<file path="config.mk">
export PLATFORM = sky130hd
export DESIGN_NAME = i2s_receiver_flat
export DESIGN_NICKNAME = d
export VERILOG_FILES = /design/src/rtl/i2s_receiver_if.sv /design/src/rtl/i2s_receiver.sv /design/src/flat_wrapper.sv
export SDC_FILE = /design/constraint.sdc
export NUM_CORES = 1
export LEC_CHECK = 0
export ABC_AREA = 1
export CORE_ASPECT_RATIO = 1.5
export CORE_MARGIN = 2
export CORE_UTILIZATION = 50
export DETAILED_ROUTE_END_ITERATION = 8
export PLACE_DENSITY = 0.75
export REMOVE_ABC_BUFFERS = 1
export SLEW_MARGIN = 40
export SYNTH_ARGS = -nofsm -noshare
export SYNTH_HDL_FRONTEND = slang
export SYNTH_SLANG_ARGS = --single-unit
</file>
<file path="constraint.sdc">
create_clock -name mclk -period 2.9 [get_ports mclk]
set_input_delay 0.87 -clock mclk [delete_from_list [all_inputs] [get_ports mclk]]
set_output_delay 0.87 -clock mclk [all_outputs]
set_load 0.01 [all_outputs]
</file>
<file path="src/rtl/i2s_receiver_if.sv">
// I2S receive bundle: serial lines in, parallel stereo samples and status out.
interface i2s_receiver_if #(
    parameter int SAMPLE_WIDTH = 16
);
    logic                    i2s_bclk;
    logic                    i2s_lrclk;
    logic                    i2s_data;
    logic [SAMPLE_WIDTH-1:0] sample_l;
    logic [SAMPLE_WIDTH-1:0] sample_r;
    logic                    sample_valid;
    logic                    frame_err;
    logic                    locked;

    modport master (
        output i2s_bclk, i2s_lrclk, i2s_data,
        input  sample_l, sample_r, sample_valid, frame_err, locked
    );

    modport slave (
        input  i2s_bclk, i2s_lrclk, i2s_data,
        output sample_l, sample_r, sample_valid, frame_err, locked
    );
endinterface

</file>
<file path="src/rtl/i2s_receiver.sv">
// Philips I2S stereo deserialiser; all I2S lines oversampled on mclk.
module i2s_receiver #(
    parameter int SAMPLE_WIDTH = 16,
    parameter int SYNC_STAGES  = 2
) (
    input logic          mclk,
    input logic          reset,
    i2s_receiver_if.slave bus
);
    localparam int CW = $clog2(SAMPLE_WIDTH);
    localparam logic [CW-1:0] LAST_BIT = CW'(SAMPLE_WIDTH - 1);

    typedef enum logic [1:0] {
        SEEK,
        SHIFT,
        PAD
    } state_t;

    state_t                  state;
    logic [SYNC_STAGES-1:0]  bclk_sync;
    logic [SYNC_STAGES-1:0]  lr_sync;
    logic [SYNC_STAGES-1:0]  data_sync;
    logic                    bclk_prev;
    logic                    lr_last;
    logic                    lr_seen;
    logic                    chan;
    logic                    left_ok;
    logic [CW-1:0]           bit_cnt;
    logic [SAMPLE_WIDTH-1:0] shift_reg;
    logic [SAMPLE_WIDTH-1:0] hold_l;
    logic [SAMPLE_WIDTH-1:0] out_l;
    logic [SAMPLE_WIDTH-1:0] out_r;
    logic                    out_valid;
    logic                    out_err;
    logic                    out_locked;

    logic                    bclk_s;
    logic                    lr_s;
    logic                    data_s;
    logic                    rise;
    logic                    boundary;
    logic [SAMPLE_WIDTH-1:0] shift_word;

    always_comb begin
        bclk_s     = bclk_sync[SYNC_STAGES-1];
        lr_s       = lr_sync[SYNC_STAGES-1];
        data_s     = data_sync[SYNC_STAGES-1];
        rise       = bclk_s & ~bclk_prev;
        // lr_last is meaningless until one rise has been seen after reset,
        // so the first event can never fake a slot boundary.
        boundary   = rise & lr_seen & (lr_s != lr_last);
        shift_word = {shift_reg[SAMPLE_WIDTH-2:0], data_s};
    end

    always_ff @(posedge mclk or posedge reset) begin
        if (reset) begin
            bclk_sync <= '0;
            lr_sync   <= '0;
            data_sync <= '0;
        end else begin
            bclk_sync <= {bclk_sync[SYNC_STAGES-2:0], bus.i2s_bclk};
            lr_sync   <= {lr_sync[SYNC_STAGES-2:0], bus.i2s_lrclk};
            data_sync <= {data_sync[SYNC_STAGES-2:0], bus.i2s_data};
        end
    end

    always_ff @(posedge mclk or posedge reset) begin
        if (reset) begin
            state      <= SEEK;
            bclk_prev  <= 1'b0;
            lr_last    <= 1'b0;
            lr_seen    <= 1'b0;
            chan       <= 1'b0;
            left_ok    <= 1'b0;
            bit_cnt    <= '0;
            shift_reg  <= '0;
            hold_l     <= '0;
            out_l      <= '0;
            out_r      <= '0;
            out_valid  <= 1'b0;
            out_err    <= 1'b0;
            out_locked <= 1'b0;
        end else begin
            bclk_prev <= bclk_s;
            out_valid <= 1'b0;
            out_err   <= 1'b0;
            if (rise) begin
                lr_last <= lr_s;
                lr_seen <= 1'b1;
            end
            if (boundary) begin
                bit_cnt <= '0;
                chan    <= lr_s;
                state   <= SHIFT;
                if (state == SEEK) out_locked <= 1'b1;
                if (state == SHIFT) begin
                    out_err <= 1'b1;
                    left_ok <= 1'b0;
                end
                if (!lr_s) left_ok <= 1'b0;
            end else if (rise && state == SHIFT) begin
                shift_reg <= shift_word;
                bit_cnt   <= bit_cnt + 1'b1;
                if (bit_cnt == LAST_BIT) begin
                    state <= PAD;
                    if (!chan) begin
                        hold_l  <= shift_word;
                        left_ok <= 1'b1;
                    end else if (left_ok) begin
                        out_l     <= hold_l;
                        out_r     <= shift_word;
                        out_valid <= 1'b1;
                        left_ok   <= 1'b0;
                    end
                end
            end
        end
    end

    assign bus.sample_l     = out_l;
    assign bus.sample_r     = out_r;
    assign bus.sample_valid = out_valid;
    assign bus.frame_err    = out_err;
    assign bus.locked       = out_locked;
endmodule

</file>
<file path="src/flat_wrapper.sv">
// flat-port wrapper written by rule: the top's interface ports become plain ports
module i2s_receiver_flat 
#(
    parameter int SAMPLE_WIDTH = 16,
    parameter int SYNC_STAGES  = 2
)
  (mclk, reset, bus_i2s_bclk, bus_i2s_lrclk, bus_i2s_data, bus_sample_l, bus_sample_r, bus_sample_valid, bus_frame_err, bus_locked);
  i2s_receiver_if #(.SAMPLE_WIDTH(SAMPLE_WIDTH)) bus_i ();
  input logic mclk;
  input logic reset;
  input wire logic [$bits(bus_i.i2s_bclk)-1:0] bus_i2s_bclk;
  input wire logic [$bits(bus_i.i2s_lrclk)-1:0] bus_i2s_lrclk;
  input wire logic [$bits(bus_i.i2s_data)-1:0] bus_i2s_data;
  output wire logic [$bits(bus_i.sample_l)-1:0] bus_sample_l;
  output wire logic [$bits(bus_i.sample_r)-1:0] bus_sample_r;
  output wire logic [$bits(bus_i.sample_valid)-1:0] bus_sample_valid;
  output wire logic [$bits(bus_i.frame_err)-1:0] bus_frame_err;
  output wire logic [$bits(bus_i.locked)-1:0] bus_locked;
  assign bus_i.i2s_bclk = bus_i2s_bclk;
  assign bus_i.i2s_lrclk = bus_i2s_lrclk;
  assign bus_i.i2s_data = bus_i2s_data;
  assign bus_sample_l = bus_i.sample_l;
  assign bus_sample_r = bus_i.sample_r;
  assign bus_sample_valid = bus_i.sample_valid;
  assign bus_frame_err = bus_i.frame_err;
  assign bus_locked = bus_i.locked;
  i2s_receiver #(.SAMPLE_WIDTH(SAMPLE_WIDTH), .SYNC_STAGES(SYNC_STAGES)) u_core (.mclk(mclk), .reset(reset), .bus(bus_i));
endmodule
</file>
# ---- Yosys cells after proc, flatten, opt, wreduce, memory -nomap -nowiden
# Cells that the tools add are included.
dict set report op_classes {
  mux 18
  n_bitwise 6
  shift 0
  order_cmp 0
  reduce_logical 10
  add_sub_neg 1
  n_eq_ne 4
  multipliers 0
  div_mod_pow 0
}
# op count
set op_table {}
lappend op_table {{$mux W1} 13}
lappend op_table {{$mux W4} 2}
lappend op_table {{$mux W2} 3}
lappend op_table {{$reduce_and A2 Y1} 3}
lappend op_table {{$reduce_and A5 Y1} 1}
lappend op_table {{$add A4 B1 Y4 const B} 1}
lappend op_table {{$eq A4 B4 Y1 const B} 1}
lappend op_table {{$reduce_and A4 Y1} 1}
lappend op_table {{$reduce_bool A2 Y1} 2}
lappend op_table {{$and A1 B1 Y1} 3}
lappend op_table {{$ne A3 B3 Y1 const B} 1}
lappend op_table {{$not A1 Y1} 3}
lappend op_table {{$reduce_and A3 Y1} 1}
lappend op_table {{$eq A2 B1 Y1 const B} 1}
lappend op_table {{$logic_not A2 Y1} 1}
lappend op_table {{$logic_and A1 B1 Y1} 1}
lappend op_table {{$ne A1 B1 Y1} 1}
dict set report totals {
  latchBits 0
  wordCells 56
  out_inout_bits 35
  regBits 83
  in_bits 5
  rom_bits 0
  memories 0
  mem_bits_rw 0
}

# ---- Logic depth before layout (Yosys ltp)
# Gate-level depths: netlist (run 1).
dict set report depth {
  ltp_word 6
  ltp_mapped 9
  ltp_nobuf 8
}

# ---- Worst setup path before layout (run 1)
# OpenSTA, ideal clock, no wires.
dict set report synth_path {
  path_kind {reg2reg}
  startpoint {register u_core.bit_cnt[0]}
  endpoint {register u_core.out_l[0], in the netlist u_core.bus.sample_l[0]}
  slack_ns 1.515
  arrival_time_ns 1.267
  required_time_ns 2.783
  setup_ns 0.117
  synth_period_minus_slack_ns 1.385
  path_buffers 1
  path_stages_with_launch 8
  cell_sequence {dfrtp_1 -> ha_1 -> nand3_1 -> nor2_8 -> nand3_4 -> buf_6 -> nand2_1 -> nand2_1}
}
dict set report synth_between {
  elab_chain_cells 2
}
# item line_no
set synth_rtl {}
lappend synth_rtl {{start, declared} i2s_receiver.sv:28} ;# logic [CW-1:0] bit_cnt;
lappend synth_rtl {{start signal, assigned} i2s_receiver.sv:103} ;# bit_cnt <= bit_cnt + 1'b1;
lappend synth_rtl {{$eq A4 B4 Y1} i2s_receiver.sv:104} ;# if (bit_cnt == LAST_BIT) begin
lappend synth_rtl {{$reduce_and A5 Y1 (no source line)} --}
lappend synth_rtl {{end signal, assigned} i2s_receiver.sv:110} ;# out_l <= hold_l;
lappend synth_rtl {{end, declared} i2s_receiver.sv:31} ;# logic [SAMPLE_WIDTH-1:0] out_l;
# No other way between the ends.
# A chain may end at the register's enable or synchronous reset.

# ---- Worst setup path after layout (run 1)
dict set report layout_path {
  startpoint {register u_core.out_r[9], in the netlist u_core.bus.sample_r[9]}
  endpoint {output bus_sample_r[9]}
}
# item line_no
set layout_rtl {}
lappend layout_rtl {{start, declared} i2s_receiver.sv:32} ;# logic [SAMPLE_WIDTH-1:0] out_r;
lappend layout_rtl {{start signal, assigned} i2s_receiver.sv:111} ;# out_r <= shift_word;
lappend layout_rtl {{end, declared} flat_wrapper.sv:15} ;# output wire logic [$bits(bus_i.sample_r)-1:0] bus_sample_r;
# No word-level cell between the ends.

==> out/metrics.cfg, run 1 <==
[status]
status = finished, final reports clean

[layout]
drive_above_1_share = 0.07519
final_common_cell = nand2_1
nets = 400
stdcell_count = 477
antenna_cells = 0
final_area_mm2 = 0.003985
final_cell_mix = nand2_1 (146), dfrtp_1 (83), nand4_1 (48)
area_delta_synth_final_pct = 15.61

[clocking]
cts_hold_buf = 0
cts.clk_slew.worst_paths_ns = 0.07
cts_tree = done
cts_resized = 0
cts_buffer_depth = 2
postCtsSetupRepairBufs = 0
h-tree-depth = 3
root_buffer = clkbuf_8
numCtsBuffers = 9
cts.sinks = 83
clk_latency_ns = 0.36

[worst_setup_path]
slowest_stage = clkdlybuf4s50_1
critPathMaxFanout = 2
worstSetupPathType = register to output port
crit_chain = clkdlybuf4s50_1
end_kind = output port
critPathBufInv = 1
critPathTopFamily = buffers and inverters
startpoint_type = register
startpoint = u_core.bus.sample_r[9]
critPathArrivalTime_ns = 1.25
max_stage_delay_ns = 0.54
reg2reg_from = u_core.bit_cnt[0]
required_ns = 2.03

[global_route]
gr-total-overflow = 0
grt_usage = 0.1943
met3_usage = 0.05545
grt_util_met1 = 0.2461
grt_pass1_vias = 2514
grt_pass1_wl_um = 11470
grt_busiest_layer = met2
antenna_found_initial = 0
grt_max_degree = 54
met2_usage = 0.3075

[logic_synthesis]
synth.top_cell.area_share = 0.6025
synth.largest_area_cell = dfrtp_1
ys_seq_area_frac = 0.6025
synth_cell_types = 23
avgSynthCellArea_um2 = 9.549
syn_inst = 361
yosys-top-cells-area = dfrtp_1 (60%), nand2_1 (16%), nand4_1 (8.7%)
ys_ff_latch = 83
syn_area_mm2 = 0.003447
synth-edff-count = 0
synthArstFlopShare = 1.000
ys.flop_type = dfrtp_1
ys_warn_count = 0

[sta]
skew_ns = 0.008341
rsz0062_at_grt = false
finalHoldViolCount = 0
worst_slack_ns = 0.7788
setup_violations = 0
period_needed_ns = 2.121
final_max_slew_viol_count = 0
hold-worst-slack_ns = 0.3507
slew-limit-headroom = 0.5821
period_share = 0.7315
worstMarginPinSlew_ns = 0.6247
clock.fmax_mhz = 471.4

[die]
start_util = 0.5100
ios = 40
rows = 37
die_h_um = 105.7
core_mm2 = 0.006759
dieArea_mm2 = 0.007588
die_w_um = 71.80

[power]
power_density_mw_per_mm2 = 570.1
ir_worst_vdd_uv = 407.3
power_uw = 2272
leakagePower_uw = 0.002115

[place]
io_buffers = 39
dp_hpwl_um = 4177
postPlaceCellArea_mm2 = 0.003812
dp_cells = 461
dp_slack_ns = 0.9735
gp_congestion = 0.7620

[detailed_routing]
route.detailed.drc = 0
vias_per_cell = 5.333
vias = 2544
drt-pass1-iter-count = 4
ant_nets = 0
first_iter_violations = 177
totalWireLength_um = 6345
wire_per_inst_um = 13.30

[flow_run]
maxCapViolCount = 0

[worst_hold_path]
hold_path.class = register to register
hold_start = u_core.data_sync[0]

[cell usage after synthesis, types with 4 or more instances]
library cell / number
nand3_1: 22
nor2_1: 6
buf_4: 9
dfrtp_1: 83
nand2_1: 146
inv_1: 13
buf_6: 5
o21ai_0: 4
clkbuf_1: 4
nand4_1: 48
buf_2: 4
[cell families (layout without fill, tap and decap cells)]
family | after synthesis | in the layout | synth area share
and+or+nand+nor | 229 | 229 | 0.3093
DFF | 83 | 83 | 0.6025
buffers and inverters | 40 | 78 | 0.07223
AOI/OAI and AO/OA | 8 | 8 | 0.01234
adders and majority gates | 1 | 1 | 0.003629
[area by class of cell]
type | count | area (um^2)
timing repair buffer | 46 | 455.4
clock inverter | 2 | 10.01
fill | 610 | 2774
sequential | 83 | 2077
clock buffer | 14 | 162.7
inverter | 16 | 61.31
tap | 78 | 97.59
multi-input combinational | 238 | 1121
[worst register-to-register path, stage by stage (launching register included)]
cell	delay (ns)
dfrtp_1	0.39
ha_1	0.22
nand3_1	0.18
nor2_8	0.35
nand3_4	0.41
nand2_1	0.19
nand2_1	0.07
[metrics by stage]
stage,util,TNS [ns]
2_1_floorplan,-,-8.864
3_3_place_gp,0.5641,0
3_5_place_dp,0.5641,0
4_1_cts,0.5896,0
5_1_grt,0.5896,0
6_report,0.5896,0
[power by group]
group | internal [uW] | switching, uW
logic | 71.5 | 134
clock network | 356 | 383
registers | 1240 | 84.4
total | 1670 | 601
[routing by layer]
| metal | vias up | share of wire | routed length [um] |
|---|---|---|---|
| li1 | 1258 | - | - |
| met1 | 1225 | 0.44 | 2770 |
| met2 | 47 | 0.50 | 3167 |
| met3 | 14 | 0.038 | 239 |
| met4 | 0 | 0.026 | 167 |
| met5 | - | 0 | 0 |
[path summary, 6_finish.rpt]
check | depth (start not counted) | slack [ns] | end
worst max-delay path | 1 | 0.78 | bus_sample_r[9]
worst min-delay path | 0 | 0.35 | u_core.data_sync[1]
worst max register to register | 6 | 0.97 | u_core.bus.sample_l[0]
worst min register to register | 0 | 0.35 | u_core.data_sync[1]
max in group asynchronous | 3 | 1.51 | u_core.shift_reg[2]
min in group asynchronous | 2 | 0.80 | u_core.lr_last
(Power assumes the default switching activity.)
==> run 2: changes to the inputs <==
clock period = 1.7 ns   (was 2.9 ns; I/O delays follow)
==> out/metrics.cfg, run 2 (synthesis gave the netlist of run 1 again) <==
[worst_setup_path]
end_kind = register
worstSetupPathType = register to register
startpoint_type = register
rr_endpoint = u_core.bus.sample_l[12]
required_ns = 1.94  ; -0.09 ns
ff2ff_setup_slack_ns = 0.09  ; -0.88 ns
reg2reg_from = u_core.bit_cnt[0]
worstRegToRegCells = 6  ; unchanged
critPathMaxFanout = 17  ; +15
critPathArrivalTime_ns = 1.85  ; +0.60 ns

[clocking]
cts.clk_slew.worst_paths_ns = 0.08  ; about the same
h-tree-depth = 3  ; unchanged
clk_latency_ns = 0.36  ; about the same
root_buffer = clkbuf_8
postCtsSetupRepairBufs = 0  ; unchanged
numCtsBuffers = 9  ; unchanged
cts_tree = done
cts.sinks = 83  ; unchanged
cts_hold_buf = 0  ; unchanged
cts_buffer_depth = 2  ; unchanged

[layout]
nets = 407  ; +1.8%
stdcell_count = 483  ; +1.3%
final_common_cell = nand2_1
drive_above_1_share = 0.09630  ; +0.02111
regArea_mm2 = 0.002077  ; unchanged
area_delta_synth_final_pct = 18.19
final_cell_mix = nand2_1 (146), dfrtp_1 (83), nand4_1 (48)
final_area_mm2 = 0.004074  ; +2.2%
multiInputGateArea_mm2 = 0.001146  ; +2.2%
antenna_cells = 0  ; unchanged
fillerInstances = 620  ; +1.6%

[power]
leakagePower_uw = 0.002333  ; +10%
ir_worst_vdd_uv = 752.5  ; +85%
power_density_mw_per_mm2 = 995.6  ; +75%

[worst_hold_path]
holdPathStages = 0  ; unchanged
whs_endpoint = u_core.data_sync[1]
hold_path.class = register to register
hold_start = u_core.data_sync[0]

[detailed_routing]
ant_nets = 0  ; unchanged
route.detailed.drc = 0  ; unchanged
drt-pass1-iter-count = 5  ; +1
vias_per_cell = 5.377  ; +0.82%
totalWireLength_um = 6880  ; +8.4%
vias = 2597  ; +2.1%
wire_per_inst_um = 14.24  ; +7.1%
first_iter_violations = 244  ; +38%

[place]
postPlaceCellArea_mm2 = 0.003895  ; +2.2%
dp_slack_ns = -0.08125  ; -1.055 ns
gp_congestion = 0.7430  ; -2.5%
dp_hpwl_um = 4327  ; +3.6%
io_buffers = 39  ; unchanged
dp_cells = 467  ; +1.3%

[sta]
finalHoldViolCount = 0  ; unchanged
worst_slack_ns = 0.09466  ; -0.6841 ns
setup_violations = 0  ; unchanged
final_max_slew_viol_count = 0  ; unchanged
period_needed_ns = 1.605
clock.fmax_mhz = 622.9
worstMarginPinSlew_ns = 0.2954  ; -0.3293 ns
skew_ns = 0.007992  ; -0.0003484 ns
slew-limit-headroom = 0.8031  ; +0.2210
rsz0062_at_grt = true
period_share = 0.9443

[die]
rows = 37  ; unchanged
start_util = 0.5100  ; unchanged
die_w_um = 71.80  ; unchanged
dieArea_mm2 = 0.007588  ; unchanged
ios = 40  ; unchanged
die_h_um = 105.7  ; unchanged
core_mm2 = 0.006759  ; unchanged

[global_route]
grt_usage = 0.2049  ; +0.01060
grt_pass1_wl_um = 11990  ; +4.5%
grt_pass1_vias = 2541  ; +1.1%
gr-total-overflow = 0  ; unchanged
antenna_found_initial = 0  ; unchanged
grt_max_degree = 33  ; -39%

[status]
status = finished, final reports clean

[flow_run]
maxCapViolCount = 0  ; unchanged

-- run 2: cell count changes in the layout (fill, tap and decap cells not counted), sizes merged --
cell and delta:
dlygate4sd2 +35, clkdlybuf4s50 -35, nand3 +1, clkbuf -1, clkinv -1, buf +6, bufinv +1
-- run 2: power breakdown --
| group | total [uW] | internal, uW | switching (uW) | leakage [uW] |
|---|---|---|---|---|
| registers | 2270 | 2120 | 147 | 0.00112 |
| clock network | 1410 | 750 | 657 | 0.0000995 |
| logic | 382 | 140 | 241 | 0.00112 |
| total | 4060 | 3010 | 1050 | 0.00233 |
-- run 2: cell type report --
type,count,area share
clock buffers,13,0.03900
multi-input cells,239,0.2813
clock inverters,2,0.008600
flip-flops and latches,83,0.5098
inverters,16,0.01505
repair buffers,52,0.1222
well taps,78,0.02396
-- run 2: worst max-delay path, stage by stage (launching register included) --
cell	delay (ns)
dfrtp_1	0.42
ha_2	0.23
nand3_2	0.13
nor2_8	0.24
nand3_4	0.25
nand2_1	0.14
nand2_1	0.06
-- run 2: layer usage --
layer,vias to the layer above,share of wire,global-route usage
li1,1273,-,-
met1,1237,0.42,0.2589
met2,72,0.51,0.3347
met3,15,0.049,0.02677
met4,0,0.021,0.1159
met5,-,0,0
-- run 2: what timing repair did --
action                                 CTS  global route
setup endpoints to repair               67            25
endpoints found under the hold margin    0             0
resized for setup                       38             1
cloned                                   1             0
pin swaps                                2             1
-- run 2: worst max path at each step --
stage                       from                       to  depth (start not counted)
2_1_floorplan              reset         u_core.bclk_prev                          1
3_3_place_gp   u_core.bit_cnt[0]  u_core.bus.sample_r[11]                          6
3_5_place_dp   u_core.bit_cnt[0]  u_core.bus.sample_r[15]                          6
4_1_cts        u_core.bit_cnt[0]  u_core.bus.sample_l[12]                          6
5_1_grt        u_core.bit_cnt[0]   u_core.bus.sample_l[2]                          6
6_report       u_core.bit_cnt[0]  u_core.bus.sample_l[12]                          6
-- run 2: metrics by stage --
| step | util | setup TNS (ns) | power (uW) | hold slack (ns) |
|---|---|---|---|---|
| finish | 0.6027 | 0 | 4056 | 0.3587 |
| global route | 0.6027 | -0.03094 | 4241 | 0.3736 |
| CTS | 0.6024 | 0 | 4085 | 0.3623 |
| detailed placement | 0.5763 | -1.554 | 2682 | 0.3357 |
| global placement | 0.5763 | 0 | 2660 | 0.3324 |
| floorplan | - | -93.65 | 2509 | 0.3312 |
==> run 3: changes to the inputs <==
CTS_BUF_LIST = sky130_fd_sc_hd__clkbuf_16   (was not set)
==> out/metrics.cfg, run 3 (synthesis gave the netlist of run 1 again) <==
[clocking]
cts_tree = done
cts_hold_buf = 0  ; unchanged
cts.sinks = 83  ; unchanged
clk_latency_ns = 0.33  ; -0.03 ns
root_buffer = clkbuf_16
cts_buffer_depth = 2  ; unchanged
h-tree-depth = 3  ; unchanged
cts.clk_slew.worst_paths_ns = 0.06  ; -0.02 ns
numCtsBuffers = 9  ; unchanged

[worst_setup_path]
critPathArrivalTime_ns = 1.85  ; about the same
startpoint_type = register
worstRegToRegCells = 7  ; +1
critPathMaxFanout = 9  ; -8
end_kind = register
slowest_stage = dfrtp_1
worstSetupPathType = register to register
max_stage_delay_ns = 0.41  ; about the same
required_ns = 1.92  ; -0.02 ns
critPathTopFamily = simple AND/OR/NAND/NOR gates
crit_chain = ha_1 > nand3_4 > nor2_8 > buf_4 > nand3_4 > nand2_1 > nand2_1
critPathBufInv = 1  ; +1
cp_num_cells = 7  ; +1

[layout]
nets = 413  ; +1.5%
final_cell_mix = nand2_1 (146), dfrtp_1 (83), nand4_1 (48)
drive_above_1_share = 0.1022  ; +0.005893
final_common_cell = nand2_1
area_delta_synth_final_pct = 22.40
stdcell_count = 489  ; +1.2%
antenna_cells = 0  ; unchanged
final_util = 0.6242  ; +0.02147

[global_route]
grt_usage = 0.2129  ; +0.008068
grt_pass1_vias = 2529  ; -0.47%
grt_max_degree = 33  ; unchanged
grt_pass1_wl_um = 12320  ; +2.7%
gr-total-overflow = 0  ; unchanged
antenna_found_initial = 0  ; unchanged

[sta]
worst_slack_ns = 0.06554  ; -0.02913 ns
clock.fmax_mhz = 611.8  ; -1.8%
final_max_slew_viol_count = 0  ; unchanged
setup_violations = 0  ; unchanged
period_share = 0.9614  ; +0.01713
finalHoldViolCount = 0  ; unchanged
period_needed_ns = 1.634  ; +0.02913 ns
worstMarginPinSlew_ns = 0.3356  ; +0.04021 ns
skew_ns = 0.006675  ; -0.001317 ns
slew-limit-headroom = 0.7760  ; -0.02705

[detailed_routing]
totalWireLength_um = 7183  ; +4.4%
vias = 2610  ; +0.50%
first_iter_violations = 283  ; +16%
route.detailed.drc = 0  ; unchanged
wire_per_inst_um = 14.69  ; +3.1%
drt-pass1-iter-count = 5  ; unchanged
ant_nets = 0  ; unchanged
vias_per_cell = 5.337  ; -0.73%

[die]
start_util = 0.5100  ; unchanged
die_w_um = 71.80  ; unchanged
rows = 37  ; unchanged
core_mm2 = 0.006759  ; unchanged
dieArea_mm2 = 0.007588  ; unchanged
die_h_um = 105.7  ; unchanged
ios = 40  ; unchanged

[place]
dp_cells = 467  ; unchanged
dp_slack_ns = -0.08125  ; unchanged
io_buffers = 39  ; unchanged
gp_congestion = 0.7430  ; unchanged
dp_hpwl_um = 4327  ; unchanged

[power]
power_uw = 4474  ; +10%
leakagePower_uw = 0.002401  ; +2.9%
ir_worst_vdd_uv = 717.6  ; -4.6%
power_density_mw_per_mm2 = 1060  ; +6.5%

[status]
status = finished, final reports clean

[flow_run]
maxCapViolCount = 0  ; unchanged

[worst_hold_path]
holdPathStages = 0  ; unchanged
hold_path.class = register to register

run 3: cell count changes in the layout (fill, tap and decap cells not counted), sizes merged:
cell,delta
buf,+4
clkbuf,-4
clkinv,+2
inv,+2
nand3,+1
nor2,+1
run 3: power breakdown:
group / internal, uW / switching [uW] / total (uW)
registers: 2120 / 154 / 2280
clock network: 1100 / 707 / 1810
logic: 139 / 245 / 384
run 3: path summary, 6_finish.rpt:
kind                                           end  slack, ns                start
min in group asynchronous        u_core.lr_sync[1]       0.42                reset
max in group asynchronous   u_core.bus.sample_l[1]       0.88                reset
hold reg to reg                u_core.data_sync[1]       0.35  u_core.data_sync[0]
setup / recovery           u_core.bus.sample_l[12]       0.07    u_core.bit_cnt[0]
setup reg to reg           u_core.bus.sample_l[12]       0.07    u_core.bit_cnt[0]
hold / removal                 u_core.data_sync[1]       0.35  u_core.data_sync[0]
run 3: area by class of cell:
type	instances	area (um^2)
fill	593	2540
sequential	83	2077
multi-input combinational	241	1180
timing repair buffer	56	528.0
clock buffer	9	225.2
tap	78	97.59
inverter	16	61.31
clock inverter	6	50.05
run 3: what timing repair did:
item / in CTS / in global routing
pin swaps: 2 / 2
setup endpoints to repair: 67 / 48
gates cloned: 2 / 1
buffers inserted: 1 / 3
resized for setup: 38 / 2
run 3: through the flow:
stage / hold WS [ns] / area (um^2) / TNS, ns
5_1_grt: 0.3684 / 4219 / -0.02458
4_1_cts: 0.3578 / 4173 / 0
3_5_place_dp: 0.3357 / 3895 / -1.554
6_report: 0.3543 / 4219 / 0
3_3_place_gp: 0.3324 / 3895 / 0
2_1_floorplan: 0.3312 / 3258 / -93.65
run 3: layer usage:
| layer | track usage | wire (um) |
|---|---|---|
| met5 | 0 | 0 |
| met4 | 0.1186 | 98 |
| met3 | 0.02486 | 287 |
| met2 | 0.3479 | 3810 |
| met1 | 0.2720 | 2985 |
